`config.mk`:
```
export PLATFORM = sky130hd
export DESIGN_NAME = db_top_rd_ctrl
export DESIGN_NICKNAME = d
export VERILOG_FILES = /design/src/rtl/db_top_pkg.sv /design/src/rtl/db_top_rd_fifo.sv /design/src/rtl/db_top_rd_ctrl.sv
export SDC_FILE = /design/constraint.sdc
export NUM_CORES = 1
export LEC_CHECK = 0
export CAP_MARGIN = 20
export CORE_MARGIN = 2
export CORE_UTILIZATION = 59
export DETAILED_ROUTE_END_ITERATION = 8
export PLACE_DENSITY = 0.89
export SETUP_SLACK_MARGIN = 0.1
export SYNTH_ARGS = -nofsm -noshare
export SYNTH_HDL_FRONTEND = slang
export SYNTH_SLANG_ARGS = --single-unit
```
`constraint.sdc`:
```
create_clock -name clk -period 9.7 [get_ports clk]
set_clock_uncertainty 0.1 [all_clocks]
set_input_delay 2.91 -clock clk [delete_from_list [all_inputs] [get_ports clk]]
set_output_delay 2.91 -clock clk [all_outputs]
set_load 0.01 [all_outputs]
```
`src/rtl/db_top_pkg.sv`:
```
// Shared definitions for the deblocking top-pixel RAM controllers.
// Both the read-side and the write-side initiators use these widths and state names.
package db_top_pkg;

  localparam int DB_TOP_DATA_WIDTH = 128;
  localparam int DB_TOP_ADDR_WIDTH = 5;

  typedef enum logic [1:0] {
    IDLE  = 2'd0,
    ISSUE = 2'd1,
    DRAIN = 2'd2
  } db_top_state_e;

endpackage

```
`src/rtl/db_top_rd_fifo.sv`:
```
// Small synchronous FIFO that buffers RAM read data for the output stream.
// The head entry is visible combinationally; it reads as zero while the FIFO is empty.
module db_top_rd_fifo #(
  parameter int DATA_WIDTH = 128,
  parameter int DEPTH      = 4
) (
  input  logic                        clk,
  input  logic                        rst,
  input  logic                        push,
  input  logic [DATA_WIDTH-1:0]       push_data,
  input  logic                        pop,
  output logic [DATA_WIDTH-1:0]       pop_data,
  output logic [$clog2(DEPTH):0]      count,
  output logic                        empty
);

  localparam int PTR_W = $clog2(DEPTH);
  localparam int CNT_W = PTR_W + 1;

  logic [DATA_WIDTH-1:0] mem_reg [DEPTH];
  logic [PTR_W-1:0]      wr_ptr_reg;
  logic [PTR_W-1:0]      rd_ptr_reg;
  logic [CNT_W-1:0]      count_reg;

  // Storage is deliberately not reset; an empty FIFO masks whatever it holds.
  always_ff @(posedge clk) begin
    if (push) begin
      mem_reg[wr_ptr_reg] <= push_data;
    end
  end

  always_ff @(posedge clk) begin
    if (rst) begin
      wr_ptr_reg <= '0;
      rd_ptr_reg <= '0;
      count_reg  <= '0;
    end else begin
      if (push) begin
        wr_ptr_reg <= wr_ptr_reg + PTR_W'(1);
      end
      if (pop) begin
        rd_ptr_reg <= rd_ptr_reg + PTR_W'(1);
      end
      case ({push, pop})
        2'b10:   count_reg <= count_reg + CNT_W'(1);
        2'b01:   count_reg <= count_reg - CNT_W'(1);
        default: count_reg <= count_reg;
      endcase
    end
  end

  assign empty    = (count_reg == '0);
  assign count    = count_reg;
  assign pop_data = empty ? '0 : mem_reg[rd_ptr_reg];

endmodule

```
`src/rtl/db_top_rd_ctrl.sv`:
```
// Read-side initiator for the deblocking top-pixel RAM: issues a read burst and
// streams the returned words downstream with valid/ready and a last marker.
module db_top_rd_ctrl
  import db_top_pkg::*;
#(
  parameter int DATA_WIDTH = DB_TOP_DATA_WIDTH,
  parameter int ADDR_WIDTH = DB_TOP_ADDR_WIDTH,
  parameter int FIFO_DEPTH = 4
) (
  input  logic                  clk,
  input  logic                  rst,
  input  logic                  start_i,
  input  logic [ADDR_WIDTH-1:0] base_addr_i,
  input  logic [ADDR_WIDTH:0]   len_i,
  output logic                  busy_o,
  output logic                  done_o,
  output logic                  ram_cen_o,
  output logic                  ram_ren_o,
  output logic                  ram_wen_o,
  output logic [ADDR_WIDTH-1:0] ram_addr_o,
  input  logic [DATA_WIDTH-1:0] ram_data_i,
  output logic                  valid_o,
  input  logic                  ready_i,
  output logic [DATA_WIDTH-1:0] data_o,
  output logic                  last_o
);

  localparam int CNT_W = $clog2(FIFO_DEPTH) + 1;
  localparam logic [CNT_W:0]      CRED_ONE = (CNT_W + 1)'(1);
  localparam logic [CNT_W:0]      DEPTH_L  = (CNT_W + 1)'(FIFO_DEPTH);
  localparam logic [ADDR_WIDTH:0] LEN_ONE  = (ADDR_WIDTH + 1)'(1);
  localparam logic [ADDR_WIDTH-1:0] ADDR_ONE = ADDR_WIDTH'(1);

  db_top_state_e         state_reg, state_next;
  logic [ADDR_WIDTH-1:0] addr_reg, addr_next;
  logic [ADDR_WIDTH:0]   issue_cnt_reg, issue_cnt_next;
  logic [ADDR_WIDTH:0]   out_cnt_reg, out_cnt_next;
  logic                  inflight_reg;
  logic                  done_reg, done_next;

  logic [CNT_W-1:0] fifo_count;
  logic             fifo_empty;
  logic [CNT_W:0]   credit_sum;
  logic             issue;
  logic             pop;

  db_top_rd_fifo #(
    .DATA_WIDTH (DATA_WIDTH),
    .DEPTH      (FIFO_DEPTH)
  ) u_fifo (
    .clk       (clk),
    .rst       (rst),
    .push      (inflight_reg),
    .push_data (ram_data_i),
    .pop       (pop),
    .pop_data  (data_o),
    .count     (fifo_count),
    .empty     (fifo_empty)
  );

  // A read may issue only if its word is guaranteed a FIFO slot, counting the one in flight.
  assign credit_sum = {1'b0, fifo_count} + {{CNT_W{1'b0}}, inflight_reg} + CRED_ONE;
  assign issue      = (state_reg == ISSUE) && (credit_sum <= DEPTH_L);

  assign valid_o    = !fifo_empty;
  assign pop        = valid_o && ready_i;
  assign last_o     = valid_o && (out_cnt_reg == LEN_ONE);
  assign busy_o     = (state_reg != IDLE);
  assign done_o     = done_reg;
  assign ram_cen_o  = !issue;
  assign ram_ren_o  = !inflight_reg;
  assign ram_wen_o  = 1'b1;
  assign ram_addr_o = addr_reg;

  always_comb begin
    state_next     = state_reg;
    addr_next      = addr_reg;
    issue_cnt_next = issue_cnt_reg;
    out_cnt_next   = out_cnt_reg;
    done_next      = 1'b0;
    if (pop) begin
      out_cnt_next = out_cnt_reg - LEN_ONE;
    end
    case (state_reg)
      IDLE: begin
        if (start_i && (len_i != '0)) begin
          state_next     = ISSUE;
          addr_next      = base_addr_i;
          issue_cnt_next = len_i;
          out_cnt_next   = len_i;
        end
      end
      ISSUE: begin
        if (issue) begin
          addr_next      = addr_reg + ADDR_ONE;
          issue_cnt_next = issue_cnt_reg - LEN_ONE;
          if (issue_cnt_reg == LEN_ONE) begin
            state_next = DRAIN;
          end
        end
      end
      DRAIN: begin
        if (pop && last_o) begin
          state_next = IDLE;
          done_next  = 1'b1;
        end
      end
      default: state_next = IDLE;
    endcase
  end

  always_ff @(posedge clk) begin
    if (rst) begin
      state_reg     <= IDLE;
      addr_reg      <= '0;
      issue_cnt_reg <= '0;
      out_cnt_reg   <= '0;
      inflight_reg  <= 1'b0;
      done_reg      <= 1'b0;
    end else begin
      state_reg     <= state_next;
      addr_reg      <= addr_next;
      issue_cnt_reg <= issue_cnt_next;
      out_cnt_reg   <= out_cnt_next;
      inflight_reg  <= issue;
      done_reg      <= done_next;
    end
  end

endmodule

```
Word-level counts from Yosys, hierarchy flattened
Memories as Yosys holds them, arrays and structs flattened. A register that Yosys moved wholly into a read port is not among the register bits.
Index checks and enable logic that the tools add are counted.
W data, S select, Z words.

storage, ports and cells
  bits in writable memories = 512
  memories kept = 1
  input bits = 143
  logic and storage cells = 69
  output and inout bits = 140
  register bits = 28

cells by class
  eq/ne operators = 10
  bitwise operators = 1
  muxes and demuxes = 21
  reductions and logical operators = 17
  add/sub/neg operators = 9
  magnitude comparators = 1

memory list
  memory          words  width  rd ports  clocked after memory_dff  wr ports  RTL line              source
  u_fifo.mem_reg  4      128    1         1                         1         db_top_rd_fifo.sv:20  logic [DATA_WIDTH-1:0] mem_reg [DEPTH];

operators with widths
  cell                   number
  $mux W128              1
  $mux W6                5
  $eq A6 B1 Y1 const B   2
  $mux W2                6
  $pmux W6 S2            1
  $sub A6 B1 Y6 const B  2
  $mux W5                2
  $pmux W5 S2            1
  $ne A2 B2 Y1 const B   3
  $pmux W2 S3            1
  $pmux W3 S2            1
  $reduce_bool A2 Y1     3
  $reduce_bool A6 Y1     1
  $add A5 B1 Y5 const B  1
  $logic_and A1 B1 Y1    5
  $add A2 B1 Y2 const B  2
  $add A3 B1 Y4          1
  $add A4 B1 Y4 const B  1
  $eq A2 B1 Y1 const B   2
  $eq A2 B2 Y1 const B   2
  $le A4 B3 Y1 const B   1
  $reduce_and A4 Y1      1
  $add A3 B1 Y3 const B  1
  $logic_not A1 Y1       3
  other kinds (8)        10

Longest topological paths before layout
Gate-level depths: netlist of run 1.

  word-level depth = 6
  depth in mapped cells = 10
  gate-level depth less buffers = 9

Cells and area by module
From an unflattened synthesis of run 1, not the netlist that was laid out.

second synthesis, totals
  cell total of the unflattened synthesis = 1017
  area, all modules = 21166.6 um^2

by module, submodules not included
  module          sequential area each (um^2)  instances  area each (um^2)  cells an instance
  db_top_rd_fifo  15554.9                      1          19779.0           856
  db_top_rd_ctrl  420.4                        1          1387.6            161

Worst setup path before layout of run 1
Ideal clock, no wire load.

  path kind = register to output
  start point = register inflight_reg
  end point = output ram_cen_o
  buffers on the path = 0
  path slack = 5.084 ns
  arrival = 1.606 ns
  stages on the path, launching flop included = 9
  data required time = 6.690 ns
  path through = dfxtp_1 inv_1 ha_1 inv_1 ha_1 nor2b_1 o32ai_2 nor2_1 nand2_1

on the way
  longest elaborated chain between the ends = 5

RTL lines
  element                   RTL line               source
  start: declaration        db_top_rd_ctrl.sv:38   logic inflight_reg;
  start signal: assignment  db_top_rd_ctrl.sv:125  inflight_reg <= issue;
  $add A3 B1 Y4             db_top_rd_ctrl.sv:62   assign credit_sum = {1'b0, fifo_count} + {{CNT_W{1'b0}}, inflight_reg} + CRED_ONE;
  $add A4 B1 Y4             db_top_rd_ctrl.sv:62
  $le A4 B3 Y1              db_top_rd_ctrl.sv:63   assign issue = (state_reg == ISSUE) && (credit_sum <= DEPTH_L);
  $logic_and A1 B1 Y1       db_top_rd_ctrl.sv:63
  $logic_not A1 Y1          db_top_rd_ctrl.sv:70   assign ram_cen_o = !issue;
  end: declaration          db_top_rd_ctrl.sv:17   output logic ram_cen_o,

No other way between the ends.

==> results of run 1 <==
stage by stage:
step	setup slack, ns	instances	hold WS [ns]	instance area, um2	total power (uW)
after floorplan	5.08	1015	0.347	21000	3560
after global placement	3.91	1721	0.355	24300	4170
after detailed placement	3.90	1721	0.362	24300	4200
after CTS	3.25	1818	0.370	25900	6090
after global routing	3.14	1822	0.389	25900	6270
final	3.36	1823	0.368	25900	6030
cells in the final DEF, fill, tap and decap left out, types with 3 or more instances in the layout:
cell type                         netlist  final
sky130_fd_sc_hd__a211oi_1               6      6
sky130_fd_sc_hd__a21oi_1               11     11
sky130_fd_sc_hd__a21oi_2                5      5
sky130_fd_sc_hd__and2_1               132    128
sky130_fd_sc_hd__and2_4                 0      4
sky130_fd_sc_hd__buf_4                  1     15
sky130_fd_sc_hd__clkbuf_1              28      8
sky130_fd_sc_hd__clkbuf_16              0     55
sky130_fd_sc_hd__clkbuf_8               0      3
sky130_fd_sc_hd__clkdlybuf4s50_1        0    281
sky130_fd_sc_hd__clkinv_1               0     14
sky130_fd_sc_hd__clkinv_2               0     12
sky130_fd_sc_hd__dfxtp_1               30     28
sky130_fd_sc_hd__diode_2                0      5
sky130_fd_sc_hd__edfxtp_1             512    512
sky130_fd_sc_hd__ha_1                  12     12
sky130_fd_sc_hd__inv_1                 16     16
sky130_fd_sc_hd__mux4_2               128    128
sky130_fd_sc_hd__nand2_1               17     17
sky130_fd_sc_hd__nand2b_1               6      6
sky130_fd_sc_hd__nand3_1                6      6
sky130_fd_sc_hd__nor2_1                24     24
sky130_fd_sc_hd__nor3_1                 6      6
sky130_fd_sc_hd__nor4_1                 3      3
sky130_fd_sc_hd__o21ai_0                6      6
sky130_fd_sc_hd__o21ai_2                6      6
sky130_fd_sc_hd__xnor2_1                5      5
sky130_fd_sc_hd__xor2_1                 5      5
cell type report:
| cell class | count | area (um2) | share of cell area |
|---|---|---|---|
| multi-input combinational | 406 | 4740 | 0.183 |
| antenna | 5 | 12.5 | 0.000483 |
| clock buffer | 66 | 1450 | 0.0559 |
| sequential | 542 | 16000 | 0.617 |
| tap | 461 | 577 | 0.0223 |
| timing repair buffer | 296 | 2930 | 0.113 |
| clock inverter | 31 | 170 | 0.00656 |
| inverter | 16 | 60.1 | 0.00232 |
layer usage:
layer  GRT usage  part of all wire
met1       0.310              0.38
met2       0.397              0.51
met3      0.0415             0.073
met4      0.0840             0.027
met5           0                 0
power by group through the flow:
stage	clock network (uW)	logic [uW]	registers, uW
final	1890	1450	2690
after global routing	2010	1560	2700
after CTS	1930	1480	2690
after detailed placement	0	1460	2740
after global placement	0	1430	2730
after floorplan	0	840	2720
worst paths after layout:
check	cells past startpoint	endpoint
max	4	data_o[35]
min	2	issue_cnt_reg[5]
max reg2reg	9	issue_cnt_reg[0]
min reg2reg	2	issue_cnt_reg[5]
worst min-delay path, cell delays in order, from the launching register on:
cell,delay [ns]
sky130_fd_sc_hd__dfxtp_1,0.32
sky130_fd_sc_hd__o21ai_2,0.06
sky130_fd_sc_hd__a21oi_2,0.05
logic make-up (layout without fill, tap and decap cells):
group	Yosys count	after routing	synth area share
flops	542	542	0.760
simple gates	203	203	0.0555
mux	130	130	0.138
buf+inv	67	409	0.0144
compound gates	49	49	0.0191
fa+ha+maj	13	13	0.00810
xor+xnor	10	10	0.00417
other cells	1	6	0.000179
==> summary.md, run 1 <==
| Metric | Value |
|---|---|
| Seq cells post-synth | `roughly 540` |
| Antenna-violating nets left | `0` |
| Cell with the most instances after synthesis | `sky130_fd_sc_hd__edfxtp_1` |
| Async set-or-reset flop fraction in the synthesized netlist | `0` |
| Sequential cell fraction of total power | `0.446` |
| Filler Cells Inserted | `roughly 2000` |
| Class of the worst hold path | `reg -> reg` |
| Post-DR vias/cell | `about 6` |
| CTS tree | `yes` |
| Clock latency at the later pin of the worst-skew pair | `0.57 ns` |
| Overall track demand over capacity in global routing | `0.235` |
| Number of enable-type register cells in the synthesized netlist | `512` |
| Count of final max-slew check failures | `0` |
| Combinational fraction of design power | `0.241` |
| Required time at the worst-slack endpoint | `6.69 ns` |
| Leading post-synthesis cells by instance count | `sky130_fd_sc_hd__edfxtp_1, sky130_fd_sc_hd__and2_1, sky130_fd_sc_hd__mux4_2` |
| Setup TNS | `0 ns` |
| Nets | `1471` |
| RD Place Congestion | `approximately 0.76` |
| Crit path DAT | `3.33 ns` |
| Crit-path max cell delay | `0.79 ns` |
| Vert. Die Dim | `a little under 200 um` |
| Root Buffer Master | `sky130_fd_sc_hd__clkbuf_16` |
| PortBufs | `approximately 280` |
| Number of global-route vias before repair | `11300` |
| Kind of cell adding the most delay to the critical path | `buffers and inverters` |
| Final setup violating endpoints | `0` |
| LEAKAGE | `~0.008 uW` |
| Detailed-placement wirelength estimate | `25800 um` |
| Top post-synthesis cells by area | `sky130_fd_sc_hd__edfxtp_1, sky130_fd_sc_hd__mux4_2, sky130_fd_sc_hd__and2_1` |
| Cell breakdown of the critical path | `buf_4 > mux4_2 > and2_1 > clkdlybuf4s50_1` |
| Net switching power figure | `1540 uW` |
| Library cells used by synthesis | `47` |
| Result of the run | `finished, final reports clean` |
| Detail-routed net length per standard cell | `between 20 and 25 um` |
| Count of hold-fix buffers inserted at cts | `0` |
| Cell type contributing the most total cell area after synthesis | `sky130_fd_sc_hd__edfxtp_1` |
| Synthesized instance count | `1015` |
| Buffers & Inverters on Critical Path | `2` |
| P&R area growth vs syn | `23.4%` |
| Buffer levels on the longest clock path | `3` |
| Final global-route overflow total | `0` |
| Maximum level of the CTS H-tree | `2` |
| Source of the worst register-to-register timing path | `inflight_reg` |
| Io pins | `283` |
| Post-route DRC violation count | `0` |
| Synthesized Nets | `around 1200` |
| Number of max-cap violations | `0` |
| Master of the slowest instance on the critical path | `sky130_fd_sc_hd__buf_4` |
| Shortest period the worst path allows | `6.34 ns` |
| Remaining max-slew budget at the tightest pin | `0.333` |
| Die footprint | `between 30000 and 40000 um2` |
| CP Launch Type | `register` |
| Number of hold violations in the final report | `0` |
| Switch share | `0.256` |
| Leading register cell type out of synthesis | `sky130_fd_sc_hd__edfxtp_1` |
| Synth Warn # | `0` |
| Path type of the worst setup path | `reg -> out` |
| Proportion of netlist area held by the largest area contributor | `0.732` |
| Inserted Clock Buffers | `53` |
| Post-cts gate resize count | `0` |
| Setup repair after global routing missed its margin | `no` |
| Placeable core region | `35300 um2` |
| Worst voltage drop across the vdd grid | `0.218 mV` |
| Largest driver fanout on the critical path | `49` |
| Number of iterations in the first detailed-routing pass | `5` |
| Number of antenna violations at the first check in global routing | `4` |
| Fraction of final layout cells sized beyond drive strength 1 | `0.181` |
| Worst setup EP type | `output pin` |
| Pin count of the biggest net entering global routing | `86` |
| Number of flip-flops in the largest register | `512` |
| Synthesized area per cell | `just over 20 um2` |
| Final wirelength | `43500 um` |
| Clock network fraction of total power | `0.313` |
| Worst hold path startpoint | `issue_cnt_reg[5]` |
| Final core utilization | `0.734` |
| Number of clock sinks | `542` |
| Chip Width | `193 um` |
| Detailed-route via count | `10700` |
| Starting density of the core | `0.595` |
| Power Density | `between 200 and 250 nW/um2` |
| Period Utilization, post-route | `0.653` |
| Worst Tran Pin Value | `1.00 ns` |
| Register-to-register setup slack | `6.88 ns` |
| Setup Fix Bufs, Post-CTS | `0` |
| Std-Cell Rows | `69` |
| Cell-internal power | `4490 uW` |
| Synth Cell Area | `21000 um2` |
| Fraction of the yosys area taken by sequential cells | `0.760` |
| Number of DRC violations after detailed-routing iteration 0 | `860` |
| Clock-pin slew of the registers on the worst-case setup and hold paths | `0.06 ns` |
| Wire length of the first global-routing pass | `64500 um` |
| Achievable clock frequency | `0.158 GHz` |
Power figures use the tool's default switching activity.
==> run 2: changes to the inputs <==
CORE_UTILIZATION = 50   (was 59)
PLACE_DENSITY = 0.81   (was 0.89)
clock period = 5.8 ns   (was 9.7 ns; I/O delays follow)
==> run 2 against run 1 <==
Via count down 2.0%. Combinational power rose by 70%. Critical path depth rose by 5. Clock power is 75% higher. Power rose by 70%. Sequential power increased by 67%. Worst setup slack lost 2.3 ns. Non-clock buffer count rose by 1. Sequential cell count unchanged. Clock-buffer cell count down 4.
==> summary.md, run 2 (synthesis results as in run 1) <==
| Metric | Value |
|---|---|
| Post-cts gate resize count | `0` |
| Detailed-placement wirelength estimate | `24800 um` |
| Achievable clock frequency | `0.211 GHz` |
| LEAKAGE | `0.00828 uW` |
| Path type of the worst setup path | `reg -> out` |
| Shortest period the worst path allows | `~4.7 ns` |
| CP Launch Type | `register` |
| Crit-path max cell delay | `0.51 ns` |
| Required time at the worst-slack endpoint | `about 4.0 ns` |
| Clock latency at the later pin of the worst-skew pair | `~0.59 ns` |
| Worst voltage drop across the vdd grid | `0.307 mV` |
| PortBufs | `281` |
| Combinational fraction of design power | `0.240` |
| Buffers & Inverters on Critical Path | `3` |
| Setup Fix Bufs, Post-CTS | `0` |
| Io pins | `283` |
| Number of iterations in the first detailed-routing pass | `5` |
| Post-DR vias/cell | `around 5.5` |
| Number of global-route vias before repair | `about 11000` |
| Fraction of final layout cells sized beyond drive strength 1 | `0.181` |
| Chip Width | `approximately 210 um` |
| Vert. Die Dim | `209 um` |
| Remaining max-slew budget at the tightest pin | `0.309` |
| Area of placed instances | `approximately 24000 um2` |
| Worst setup slack after placement | `~1.7 ns` |
| Net switching power figure | `2550 uW` |
| Class of the worst hold path | `reg -> reg` |
| Placeable core region | `41700 um2` |
| Number of clock sinks | `~540` |
| Inserted Clock Buffers | `53` |
| P&R area growth vs syn | `24.6%` |
| Detail-routed net length per standard cell | `22.2 um` |
| Buffer levels on the longest clock path | `3` |
| Count of final max-slew check failures | `0` |
| Antenna-violating nets left | `0` |
| Final setup violating endpoints | `0` |
| Setup repair after global routing missed its margin | `no` |
| Most frequent cells in the layout | `sky130_fd_sc_hd__edfxtp_1, sky130_fd_sc_hd__clkdlybuf4s50_1, sky130_fd_sc_hd__mux4_2, sky130_fd_sc_hd__and2_1, sky130_fd_sc_hd__clkbuf_16` |
| Setup TNS | `0 ns` |
| Cell-internal power | `~7700 uW` |
| Count of hold-fix buffers inserted at cts | `0` |
| Nets | `1472` |
| Total power | `slightly above 10000 uW` |
| Die footprint | `43700 um2` |
| Detailed-route via count | `10500` |
| Crit path DAT | `2.89 ns` |
| Pin count of the biggest net entering global routing | `111` |
| Largest driver fanout on the critical path | `7` |
| Period Utilization, post-route | `0.816` |
| Worst setup EP type | `output pin` |
| Filler Cells Inserted | `2866` |
| Wire length of the first global-routing pass | `around 64000 um` |
| Switch share | `0.249` |
| Clock-pin slew of the registers on the worst-case setup and hold paths | `0.06 ns` |
| Kind of cell adding the most delay to the critical path | `buffers and inverters` |
| Final global-route overflow total | `0` |
| Final Cell Area | `26200 um2` |
| Number of antenna violations at the first check in global routing | `7` |
| Worst Tran Pin Value | `1.04 ns` |
| Final wirelength | `42200 um` |
| Number of flip-flops in the largest register | `512` |
| Maximum level of the CTS H-tree | `2` |
| Starting density of the core | `0.504` |
| Overall track demand over capacity in global routing | `0.196` |
| Sequential cell fraction of total power | `0.437` |
| Master of the slowest instance on the critical path | `sky130_fd_sc_hd__clkdlybuf4s50_1` |
| Most common cell after layout, fill and taps aside | `sky130_fd_sc_hd__edfxtp_1` |
| Number of DRC violations after detailed-routing iteration 0 | `643` |
| Power Density | `around 390 nW/um2` |
| Cell breakdown of the critical path | `inv_1 > ha_1 > inv_1 > ha_1 > nor2b_1 > o32ai_2 > nor2_1 > nand2_1 > clkdlybuf4s50_1` |
| Minimum setup slack in the final design | `1.07 ns` |
| Root Buffer Master | `sky130_fd_sc_hd__clkbuf_16` |
| Std-Cell Rows | `75` |
| Hold Worst Slack | `0.381 ns` |
| CTS tree | `yes` |
| Number of hold violations in the final report | `0` |
| Result of the run | `finished, final reports clean` |
| Number of max-cap violations | `0` |
| RD Place Congestion | `0.767` |
| Post-route DRC violation count | `0` |
| Clock network fraction of total power | `0.323` |
==> run 2: cell types whose count changed in the layout (fill, tap and decap cells not counted), sizes merged <==
cell | previous run | this run
buf | 15 | 16
clkinvlp | 2 | 1
inv | 18 | 17
bufinv | 0 | 5
clkbuf | 66 | 62
==> run 2: path summary, 6_finish.rpt <==
check / startpoint / end / slack (ns) / depth (start not counted)
worst max-delay path: inflight_reg / ram_cen_o / 1.07 / 9
worst min-delay path: issue_cnt_reg[5] / issue_cnt_reg[5] / 0.38 / 2
worst max register to register: inflight_reg / issue_cnt_reg[0] / 3.18 / 9
worst min register to register: issue_cnt_reg[5] / issue_cnt_reg[5] / 0.38 / 2
==> run 2: worst reg2reg max path: cells and delay by family, from the launching register on <==
kind / cells / cell delay (ns)
AOI/OAI and AO/OA: 4 / 1.13
DFF: 1 / 0.45
adders and majority gates: 2 / 0.45
buffers and inverters: 2 / 0.18
and+or+nand+nor: 1 / 0.23
==> run 2: metal layers <==
| metal | global-route usage | wire, um |
|---|---|---|
| met5 | 0 | 29 |
| met4 | 0.0739 | 1280 |
| met3 | 0.0437 | 2910 |
| met2 | 0.313 | 20800 |
| met1 | 0.267 | 17200 |
==> run 2: metrics by stage <==
stage / util / instances
after floorplan: - / 1015
after global placement: 0.587 / 1800
after detailed placement: 0.587 / 1800
after CTS: 0.628 / 1896
after global routing: 0.628 / 1899
final: 0.628 / 1901
==> run 2: cell type report <==
class / instances / area, um2 / share of cell area
multi-input cells: 406 / 4740 / 0.181
diodes: 5 / 12.5 / 0.000478
inverters: 16 / 60.1 / 0.00229
repair buffers: 297 / 3010 / 0.115
flip-flops and latches: 542 / 16000 / 0.611
clock inverters: 34 / 308 / 0.0118
well taps: 539 / 674 / 0.0258
clock buffers: 62 / 1380 / 0.0528
==> run 2: power groups by stage <==
| stage | Combinational [uW] | Sequential (uW) | Clock (uW) |
|---|---|---|---|
| final | 2460 | 4480 | 3300 |
| after global routing | 2660 | 4490 | 3540 |
| after CTS | 2520 | 4480 | 3390 |
| after detailed placement | 2500 | 4560 | 0 |
| after global placement | 2470 | 4550 | 0 |
| after floorplan | 1400 | 4540 | 0 |
